==> config.mk <==
export PLATFORM = sky130hd
export DESIGN_NAME = serv_shift_seq
export DESIGN_NICKNAME = d
export VERILOG_FILES = /design/src/rtl/serv_shift_seq.sv
export SDC_FILE = /design/constraint.sdc
export NUM_CORES = 1
export LEC_CHECK = 0
export BUFFER_PORTS_ARGS = -buffer_cell sky130_fd_sc_hd__buf_4
export CORE_UTILIZATION = 33
export DETAILED_ROUTE_END_ITERATION = 10
export RECOVER_POWER = 100
export REMOVE_ABC_BUFFERS = 1
export SLEW_MARGIN = 20
export SYNTH_ARGS = -nofsm -noshare
export SYNTH_HDL_FRONTEND = slang
export SYNTH_SLANG_ARGS = --single-unit
==> constraint.sdc <==
create_clock -name i_clk -period 2.68 [get_ports i_clk]
set_input_delay 0.67 -clock i_clk [delete_from_list [all_inputs] [get_ports i_clk]]
set_output_delay 0.67 -clock i_clk [all_outputs]
set_load 0.05 [all_outputs]
==> src/rtl/serv_shift_seq.sv <==
// Sequencer that feeds one 32-bit shift command through an external bit-serial shifter.
// Latency: 35 cycles from command accept to response valid, plus one per extra WAIT cycle.
// Backpressure: one command in flight; cmd_ready only in IDLE, response held until i_rsp_ready.
module serv_shift_seq (
    input  logic        i_clk,
    input  logic        i_rst_n,
    input  logic        i_cmd_valid,
    output logic        o_cmd_ready,
    input  logic [1:0]  i_cmd_op,
    input  logic [31:0] i_cmd_data,
    input  logic [5:0]  i_cmd_shamt,
    output logic        o_sh_load,
    output logic [4:0]  o_sh_shamt,
    output logic        o_sh_shamt_msb,
    output logic        o_sh_right,
    output logic        o_sh_signbit,
    input  logic        i_sh_done,
    output logic        o_sh_d,
    input  logic        i_sh_q,
    output logic        o_rsp_valid,
    input  logic        i_rsp_ready,
    output logic [31:0] o_rsp_data,
    output logic        o_busy
);

    typedef enum logic [2:0] {
        ST_IDLE   = 3'd0,
        ST_LOAD   = 3'd1,
        ST_WAIT   = 3'd2,
        ST_STREAM = 3'd3,
        ST_RESP   = 3'd4
    } state_t;

    localparam logic [1:0] OP_SRA = 2'b11;

    state_t      state_q, state_d;
    logic [1:0]  op_q, op_d;
    logic [31:0] data_q, data_d;
    logic [5:0]  shamt_q, shamt_d;
    logic [4:0]  k_q, k_d;
    logic [31:0] result_q, result_d;

    // Shifter control comes only from the latched command, so it cannot glitch mid-operation.
    // op bit 0 marks the right shifts (01 SRL, 11 SRA); reserved 10 falls out as a left shift.
    assign o_sh_shamt     = shamt_q[4:0];
    assign o_sh_shamt_msb = shamt_q[5];
    assign o_sh_right     = op_q[0];
    assign o_sh_signbit   = (op_q == OP_SRA) ? data_q[31] : 1'b0;
    assign o_rsp_data     = result_q;
    assign o_busy         = (state_q != ST_IDLE);

    // Next-state, command capture, serial streaming and handshake outputs.
    always_comb begin
        state_d     = state_q;
        op_d        = op_q;
        data_d      = data_q;
        shamt_d     = shamt_q;
        k_d         = k_q;
        result_d    = result_q;
        o_cmd_ready = 1'b0;
        o_sh_load   = 1'b0;
        o_sh_d      = 1'b0;
        o_rsp_valid = 1'b0;

        case (state_q)
            ST_IDLE: begin
                o_cmd_ready = 1'b1;
                if (i_cmd_valid) begin
                    op_d    = i_cmd_op;
                    data_d  = i_cmd_data;
                    shamt_d = i_cmd_shamt;
                    state_d = ST_LOAD;
                end
            end
            ST_LOAD: begin
                o_sh_load = 1'b1;
                state_d   = ST_WAIT;
            end
            ST_WAIT: begin
                if (i_sh_done) begin
                    k_d     = 5'd0;
                    state_d = ST_STREAM;
                end
            end
            ST_STREAM: begin
                // LSB first: bit k goes out and the shifter's bit k comes back the same cycle.
                o_sh_d        = data_q[k_q];
                result_d[k_q] = i_sh_q;
                k_d           = k_q + 5'd1;
                if (k_q == 5'd31) begin
                    state_d = ST_RESP;
                end
            end
            ST_RESP: begin
                o_rsp_valid = 1'b1;
                if (i_rsp_ready) begin
                    state_d = ST_IDLE;
                end
            end
            default: begin
                state_d = ST_IDLE;
            end
        endcase
    end

    // State and datapath registers; reset aborts any operation and clears everything.
    always_ff @(posedge i_clk) begin
        if (!i_rst_n) begin
            state_q  <= ST_IDLE;
            op_q     <= 2'b00;
            data_q   <= 32'd0;
            shamt_q  <= 6'd0;
            k_q      <= 5'd0;
            result_q <= 32'd0;
        end else begin
            state_q  <= state_d;
            op_q     <= op_d;
            data_q   <= data_d;
            shamt_q  <= shamt_d;
            k_q      <= k_d;
            result_q <= result_d;
        end
    end

endmodule

Word level (Yosys, flattened, before mapping)
Cells that the tools add are included.

Bits in registers: 80. Bits of input ports: 46.

Add/subtract/negate cells: 1. Equal/unequal tests: 10. Magnitude comparators: 2. Reductions and logical operators: 7. Muxes and demuxes: 17.

Operators with widths (count): 32-bit bitwise mux (1); 3-bit one-hot mux with 5 select lines (1); 3-bit two-way mux (4); 5-bit one-hot mux with 2 select lines (1); 2-bit inequality test, second input constant (4); 1-bit two-way mux (7); 3-bit by 2-bit equality test with 1-bit output, second input constant (2); 5-bit by 6-bit less-than comparator with 1-bit output, second input constant (1); 5-bit by 1-bit adder with 5-bit output, second input constant (1); 1-bit binary-select mux with 5-bit select (1); 1-bit demux with 5-bit select (1); 5-bit equality test, second input constant (1); 5-bit by 1-bit greater-or-equal comparator with 1-bit output, second input constant (1); 5-bit two-way mux (1); 2-bit AND reduction (2); 4-bit AND reduction (1); 3-bit by 1-bit equality test with 1-bit output, second input constant (1); 3-bit equality test, second input constant (1); 3-bit logical NOT (1); 3-bit nonzero test (1); 2-bit equality test, second input constant (1); 2-bit nonzero test (1); 1-bit logical AND (1).

Longest topological paths before layout
Gate-level depths: netlist of the first run.

Depth after elaboration: 5. Depth in mapped cells: 9. Depth with buffers taken out: 6.

Worst setup path before layout of the first run
No wires, ideal clock.

Kind: register -> output. Start: register k_q[4]. End: output o_sh_d. Setup slack: 0.221 ns. Data required time: 2.010 ns. Cell stages (with the launch flop): 6. Arrival: 1.789 ns. Cells stage by stage: dfxtp_1 -> or3_1 -> buf_2 -> o22ai_1 -> nor4_1 -> a211oi_2.

Cells in the longest elaborated chain, start to end: 3.

Ends and longest elaborated chain: start: declaration (line 40) `logic [4:0] k_q, k_d;`; start signal: assignment (line 120) `k_q <= k_d;`; 1-bit binary-select mux with 5-bit select (line 87) `o_sh_d = data_q[k_q];`; 1-bit two-way mux (not written as such) (line 87); 1-bit two-way mux (line 65) `case (state_q)`; end: declaration (line 18) `output logic o_sh_d,`.

No other way between the ends. The select of a mux whose other input is x is not followed.

Worst setup path after layout of the first run
Same ends and word-level chain as after synthesis.

==> metrics, run 1 <==
Seq/Total Area, Yosys=roughly 42%; adder-cell area share of the yosys netlist=approximately 1.7%; first-pass GRT wire length=15.2 mm; fin nets=around 570; crit path launch type=flop; XOR/XNOR share of the synthesized area=0%; register bit total from synthesis=80; status=finished clean; DRT iter0 DRCs=122; Synth area leader=dfxtp_1; Pre-antenna DRT Iters=4; most common cell after layout, fill and taps aside=nand2_1; Vias/cell=4.86; cts bufs inserted=9; fmax=383 MHz; syn avg cell area=8.63 um2; period utilization=97.5%; Hold WC Path Type=flop to flop; endpoints failing hold=0; GP Congestion=roughly 0.8; HPWL Detailed=6.44 mm; register clock-pin slew on the reported worst setup and hold paths=0.06 ns; ANT nets after route=0; wire per inst=about 14 um; hold-fix buffers at CTS=0; HP Start=data_q[5]; Filler cells=1,119; area of the multi-input gates=approximately 1900 um2; area growth from synthesis to layout=24.2%; Max Cap Viol=0; measured slew at the worst slew-check pin=0.757 ns; P_sw=0.000665 W; Final setup viols=0; pwr/cell area=between 600 and 700 nW/um2; clk sinks=80; grt total ovfl=0; Clock Tree Buf Depth=2; Synth top area share=a little over two fifths; largest net degree at the start of global routing=81; mux contribution to synthesized area=6.80%; yosys warns=0; CP required=between 2 and 2.5 ns; Worst Setup SP=k_q[4]; Die ar.=11,900 um2; num rows=38; VDD IR max=382 uV; count of cell types in the netlist=42; switching share of power=22.5%; Die W=109 um; P_leak=between 1.5 and 2 nW; Comb power frac=9.5%; DR vias=roughly 3.2k; CP max FO=10; antenna violations before repair=0; Mapped Cells=437; sequential cell area=about 1600 um2; Initial Utilization=34.3%; Cell Area, Synth=3770 um2; Int Power=0.00229 W; share of cells above drive strength 1=17.3%; clock latency on the worst-skew pair=approximately 0.34 ns; clk root buf=clkbuf_16; ANT cells=0; Layout Utilization=42.7%; largest family of logic cells by synthesized area=simple AND/OR/NAND/NOR gates; Die Y=109 um; dominant cells by area after synthesis=dfxtp_1, nand2_1, a21boi_1; reg2reg start=state_q[0]; Worst Clk Skew=approximately 0.0067 ns; most frequent cells in the layout=nand2_1, dfxtp_1, a21boi_0; floorplan core area=11,000 um2; Main synth FF type=dfxtp_1; overall power=0.00296 W; Sequential Power Share=42.7%; DRT Wirelength=9.30 mm; Simple-Gate Fraction of Synth Area=between 20% and 30%; Post-synth EDFFs=0; critical path capture point type=output port; Clock power frac=47.8%; complex-gate fraction of the synthesized area=19.0%; crit path time final=2.61 ns; H-tree Lvls=3; DRC Markers=0; FFs w/ async S/R, synth=0%; Final Max Slew Viols=0; Slew headroom=49.5%; Top Ports=91; CTS tree=done; vias in the first global route=slightly above 3k; WS Path Type=flop to output port; number of port buffers=90; CP arrival=~1.9 ns; Total Routing Usage GR=about 17%
## through the flow
stage	cell area [um2]	TNS, ns	hold WS [ns]	setup WS [ns]	cells
after floorplan	3550	-0.0404	0.431	-0.0404	403
after global routing	4680	-0.00658	0.478	-0.00658	660
after global placement	4490	0	0.442	0.273	645
after CTS	4880	0	0.456	0.00130	659
after detailed placement	4490	0	0.448	0.255	645
final	4680	0	0.462	0.0658	660
## cell usage after synthesis, types with 2 or more instances
cell,count
and2_1,2
inv_1,4
a21boi_1,51
a21boi_0,13
nand4_1,4
nor2b_1,14
nor3b_1,3
buf_4,8
dfxtp_1,80
and3_1,3
nand2_1,109
o22ai_1,4
buf_6,8
nand3_1,9
buf_2,6
clkbuf_1,12
and3b_1,2
mux2i_1,20
nor3_2,4
nor2_1,23
ha_1,5
o21ai_0,28
mux4_2,2
a22oi_1,2
nand2_4,4
## state kept, by name (all words and copies together), names as in the netlist
name        flops
state_q         3
op_q            2
o_rsp_data     32
data_q         32
k_q             5
shamt_q         6
## cell families (layout without fill, tap and decap cells)
kind of cell / Yosys count / in the layout
AND/OR/NAND/NOR: 186 / 186
multiplexers: 23 / 23
adder cells (fa/ha/maj): 5 / 5
AO/OA/AOI/OAI: 105 / 105
flip-flops: 80 / 80
buffers and inverters: 38 / 121
## final cells by class
cell class,instances,share of cell area [%]
multi-input combinational,319,41.1
sequential,80,34.5
timing repair buffer,103,13.1
clock buffer,11,5.40
tap,140,3.74
clock inverter,3,1.92
inverter,4,0.321
## power by group through the flow
stage	logic (W)	clock network, W	registers (W)
finish	0.000280	0.00141	0.00126
floorplan	0.000149	0	0.00131
detailed placement	0.000305	0	0.00129
global placement	0.000299	0	0.00130
CTS	0.000307	0.00144	0.00127
global route	0.000310	0.00150	0.00127
## routing by layer
layer / vias up / global-route usage, % / share of wire [%]
li1: 1629 / - / -
met1: 1473 / 21.9 / 47
met2: 92 / 24.8 / 44
met3: 13 / 6.75 / 7.7
met4: 0 / 4.34 / 1.4
met5: - / 0 / 0
## timing repair
action,in CTS,in global routing
endpoints found under the setup margin,1,1
pin swaps,2,2
setup buffers,0,1
resized for setup,12,9
## critical path, stage by stage, from the launching register on
cell	delay, ns
dfxtp_4	0.40
or3b_4	0.46
o221ai_2	0.16
nor4_2	0.07
a211oi_2	0.30
buf_6	0.21
## final timing paths
check | end | slack [ns] | cells past startpoint
max | o_sh_d | 0.07 | 5
min | data_q[5] | 0.46 | 2
max reg2reg | o_rsp_data[15] | 0.59 | 5
min reg2reg | data_q[5] | 0.46 | 2
Power figures use the tool's default switching activity.
==> inputs of run 2 (changes only) <==
- CORE_UTILIZATION: 33 -> 50
- PLACE_DENSITY: default -> 0.75
- clock period: 2.68 -> 3.28 ns (I/O delays scaled with it)
==> metrics, run 2 (synthesis gave the netlist of run 1 again) <==
status=finished with violations; violated checks=capacitance limit, slew limit; ANT nets after route=0; register clock-pin slew on the reported worst setup and hold paths=0.08 ns; Top Ports=approximately 90; worst path cell trace=clkbuf_4 -> mux2i_1 -> o22ai_1 -> nor4_1 -> a211oi_2 -> buf_4; Max stage delay cell, worst path=dfxtp_1; crit path launch type=flop; worst hold slack=0.464 ns; Sequential Power Share=49.9%; clk root buf=clkbuf_8; Int Power=approximately 0.0015 W; Total Routing Usage GR=22.1%; critical path capture point type=output port; first-pass GRT wire length=13.6 mm; H-tree Lvls=3; endpoints failing hold=0; measured slew at the worst slew-check pin=1.62 ns; number of port buffers=90; Clock power frac=39.2%; HP Start=data_q[21]; DRC Markers=0; FF-to-FF End=data_q[0]; RSZ-0062 raised after global routing=false; fin nets=559; DRT Wirelength=~8.3 mm; share of cells above drive strength 1=14.0%; HPWL Detailed=5.76 mm; Die ar.=7900 um2; area growth from synthesis to layout=15.9%; ANT cells=0; Hold Path Sink=data_q[21]; Hold WC Path Type=flop to flop; Final setup viols=0; Vias/cell=5.20; cts bufs inserted=9; clock latency on the worst-skew pair=0.36 ns; R2R Setup Slk=between 0.6 and 0.7 ns; switching share of power=25.2%; Die Y=88.9 um; DR vias=3,182; most frequent cells in the layout=nand2_1, dfxtp_1, a21boi_0; Comb power frac=10.9%; fmax=approximately 330 MHz; Die W=88.9 um; Worst Clk Skew=just over 0.007 ns; CP max FO=12; Final Max Slew Viols=41; CTS tree=done; pwr/cell area=474 nW/um2; period utilization=92.9%; GP Congestion=roughly 0.82; Slew headroom=-7.73%; DRT iter0 DRCs=144; CP peak stage delay=0.52 ns; crit path time final=3.05 ns; worst reg2reg path depth=5; hold-fix buffers at CTS=0; WS Path Type=flop to output port; most common cell after layout, fill and taps aside=nand2_1; antenna violations before repair=0; num rows=31; clk sinks=80; Initial Utilization=51.7%; CP arrival=2.23 ns; grt total ovfl=0; largest net degree at the start of global routing=81; CP required=2.46 ns; reg2reg start=state_q[0]; Max Cap Viol=1; VDD IR max=248 uV; setup_tns=0 ns; wire per inst=13.6 um; floorplan core area=7290 um2; Pre-antenna DRT Iters=4; P_sw=0.000523 W; vias in the first global route=between 2k and 3k; P_leak=1.59 nW; Clock Tree Buf Depth=2; Hold Crit Depth=2
run 2: cell types whose count changed in the layout (fill, tap and decap cells not counted), sizes merged:
cell,before,now
clkinv,0,2
inv,4,5
bufinv,3,2
clkbuf,58,57
buf,56,48
run 2: final cells by class:
cell class / count / area [um2]
Inverter: 4 / 15.0
Multi-Input combinational cell: 319 / 1870
Fill cell: 752 / 2920
Sequential cell: 80 / 1600
Timing Repair Buffer: 94 / 537
Clock inverter: 5 / 78.8
Tap cell: 99 / 124
Clock buffer: 11 / 141
run 2: worst max-delay path: cells and delay by family, from the launching register on:
kind,cells,cell delay (ns)
buf+inv,2,0.56
flops,1,0.52
simple gates,1,0.30
mux,1,0.25
compound gates,2,0.24
run 2: metal layers:
| metal | routed length [um] | vias up | global-route usage [%] |
|---|---|---|---|
| met4 | 95 | 0 | 8.36 |
| met5 | 0 | - | 0 |
| met2 | 3800 | 89 | 35.5 |
| li1 | - | 1614 | - |
| met3 | 459 | 11 | 4.20 |
| met1 | 3970 | 1468 | 29.7 |
run 2: worst max path at each step:
| stage | from | to | cells after the start |
|---|---|---|---|
| 6_report | k_q[1] | o_sh_d | 6 |
| 5_1_grt | k_q[1] | o_sh_d | 6 |
| 4_1_cts | k_q[3] | o_sh_d | 6 |
| 3_5_place_dp | k_q[3] | o_sh_d | 6 |
| 3_3_place_gp | k_q[3] | o_sh_d | 6 |
| 2_1_floorplan | k_q[1] | o_sh_d | 4 |
run 2: power by group through the flow:
| stage | Sequential [W] | Clock [W] | Combinational (W) |
|---|---|---|---|
| after floorplan | 0.00107 | 0 | 0.000122 |
| after global placement | 0.00106 | 0 | 0.000239 |
| after detailed placement | 0.00106 | 0 | 0.000245 |
| after CTS | 0.00103 | 0.000822 | 0.000246 |
| after global routing | 0.00104 | 0.000859 | 0.000249 |
| final | 0.00103 | 0.000811 | 0.000225 |
run 2: metrics by stage:
step | instance area [um2] | power, W | worst slack (ns) | cells | util, %
2_1_floorplan | 3550 | 0.00119 | 0.410 | 403 | -
6_report | 4370 | 0.00207 | 0.234 | 612 | 60.0
3_3_place_gp | 4380 | 0.00130 | 0.620 | 596 | 60.0
3_5_place_dp | 4380 | 0.00130 | 0.525 | 596 | 60.0
4_1_cts | 4600 | 0.00210 | 0.0968 | 612 | 63.0
5_1_grt | 4370 | 0.00215 | 0.0770 | 612 | 60.0
run 2: repair_timing:
| action | 4_1_cts | 5_1_grt |
|---|---|---|
| setup buffers | 0 | 0 |
| endpoints found under the setup margin | 0 | 1 |
| resized for setup | 0 | 1 |
==> inputs of run 3 (changes only) <==
--- a/config.mk
+++ b/config.mk
@@ -9,2 +9,3 @@
 export CORE_UTILIZATION = 50
+export CTS_CLUSTER_DIAMETER = 80
 export DETAILED_ROUTE_END_ITERATION = 10
==> constraint.sdc (replaced) <==
create_clock -name i_clk -period 3.28 [get_ports i_clk]
set_input_delay 0.164 -clock i_clk [delete_from_list [all_inputs] [get_ports i_clk]]
set_output_delay 0.164 -clock i_clk [all_outputs]
set_load 0.05 [all_outputs]
==> metrics, run 3 (synthesis gave the netlist of run 1 again) <==
vias in the first global route=2,794; cts bufs inserted=9; Filler cells=713; floorplan core area=7290 um2; crit path time final=2.81 ns; DRT Wirelength=8.21 mm; pwr/cell area=around 480 nW/um2; crit path launch type=flop; DRT iter0 DRCs=158; most common cell after layout, fill and taps aside=nand2_1; GP Congestion=0.797; violated checks=capacitance limit, slew limit; HPWL Detailed=roughly 5.6 mm; Max Cap Viol=1; Pre-antenna DRT Iters=4; clk sinks=80; Setup Fix Bufs, Post-CTS=0; DRC Markers=0; hold-fix buffers at CTS=0; CTS tree=done; register clock-pin slew on the reported worst setup and hold paths=~0.08 ns; Die Y=88.9 um; num rows=31; DP Worst Slack=around 1.0 ns; Die ar.=7900 um2; largest net degree at the start of global routing=slightly above 80; fmax=356 MHz; Layout Utilization=59.8%; area growth from synthesis to layout=15.6%; Die W=88.9 um; number of port buffers=90; Clock Tree Buf Depth=2; ANT cells=0; Max stage delay cell, worst path=dfxtp_1; RSZ-0062 raised after global routing=false; Final Max Slew Viols=41; worst reg2reg path depth=5; antenna violations before repair=0; P_sw=0.000495 W; CP peak stage delay=0.72 ns; wire per inst=roughly 13 um; P_leak=1.58 nW; CP max FO=11; top sig layer=met4; Hold Crit Depth=3; Clock power frac=39.8%; Final Instance Area=4360 um2; area post-placement=4370 um2; first-pass GRT wire length=13.1 mm; WS Path Type=flop to output port; measured slew at the worst slew-check pin=1.59 ns; Comb power frac=10.8%; critical path capture point type=output port; setup slack after layout=0.474 ns; period utilization=around 86%; sequential cell area=1600 um2; metal2 WL=between 3 and 4 mm; Final setup viols=0; Resized Gates After CTS=0; Hold WC Path Type=input port to flop; most frequent cells in the layout=nand2_1, dfxtp_1, a21boi_0; clk root buf=clkbuf_8; clock latency on the worst-skew pair=0.35 ns; Top Ports=91; Initial Utilization=between 50% and 60%; setup_tns=0 ns; ANT nets after route=0; share of cells above drive strength 1=13.3%; fin nets=558; grt total ovfl=0; DRT met1 WL=3.93 mm; CP arrival=2.64 ns; Slew headroom=-5.81%; endpoints failing hold=0; Vias/cell=5.20; overall power=0.00209 W; Worst Clk Skew=0.00810 ns; H-tree Lvls=3; worst path cell trace=clkbuf_1 -> mux2_2 -> nand2_1 -> o221ai_1 -> nor4_2 -> a211oi_2 -> buf_4; DR vias=~3.2k; Int Power=~0.0016 W; area of the multi-input gates=1870 um2; switching share of power=23.7%; status=finished with violations; VDD IR max=266 uV; CP required=3.12 ns; Total Routing Usage GR=about 22%; DR WL met3=442 um; Sequential Power Share=49.4%
-- run 3: changes by cell type in the layout (fill, tap and decap cells not counted), sizes merged --
cell / before / now
bufinv: 2 / 3
clkbuf: 57 / 55
inv: 5 / 4
clkinv: 2 / 1
-- run 3: final cells by class --
cell class / count / share of cell area (%)
multi-input combinational: 319 / 42.9
inverter: 4 / 0.344
sequential: 80 / 36.7
timing repair buffer: 93 / 12.1
clock inverter: 4 / 2.18
clock buffer: 10 / 2.93
tap: 99 / 2.84
-- run 3: worst max-delay path: cells and delay by family, from the launching register on --
kind | cells | cell delay [ns]
buf+inv | 2 | 0.65
simple gates | 2 | 0.34
compound gates | 2 | 0.21
flops | 1 | 0.72
mux | 1 | 0.39
-- run 3: per-layer routing --
metal | vias up | GRT usage, %
met5 | - | 0
met1 | 1451 | 29.7
met2 | 89 | 33.7
li1 | 1614 | -
met3 | 12 | 4.10
met4 | 0 | 7.92
-- run 3: path summary, 6_finish.rpt --
path                                      from          to  slack, ns
worst max-delay path                    k_q[1]      o_sh_d       0.47
worst min-delay path            i_cmd_data[24]  data_q[24]       0.06
worst max register to register      state_q[0]   data_q[8]       0.67
worst min register to register       data_q[5]   data_q[5]       0.46
-- run 3: power groups by stage --
stage	logic [W]	registers, W	clock network, W
after floorplan	0.000122	0.00107	0
after global routing	0.000252	0.00104	0.000891
final	0.000227	0.00103	0.000832
after detailed placement	0.000246	0.00106	0
after global placement	0.000242	0.00105	0
after CTS	0.000246	0.00103	0.000850
-- run 3: metrics by stage --
step,std cells,hold slack (ns)
3_5_place_dp,595,0.419
2_1_floorplan,403,0.286
6_report,609,0.0598
3_3_place_gp,595,0.411
4_1_cts,609,0.0403
5_1_grt,609,0.0455
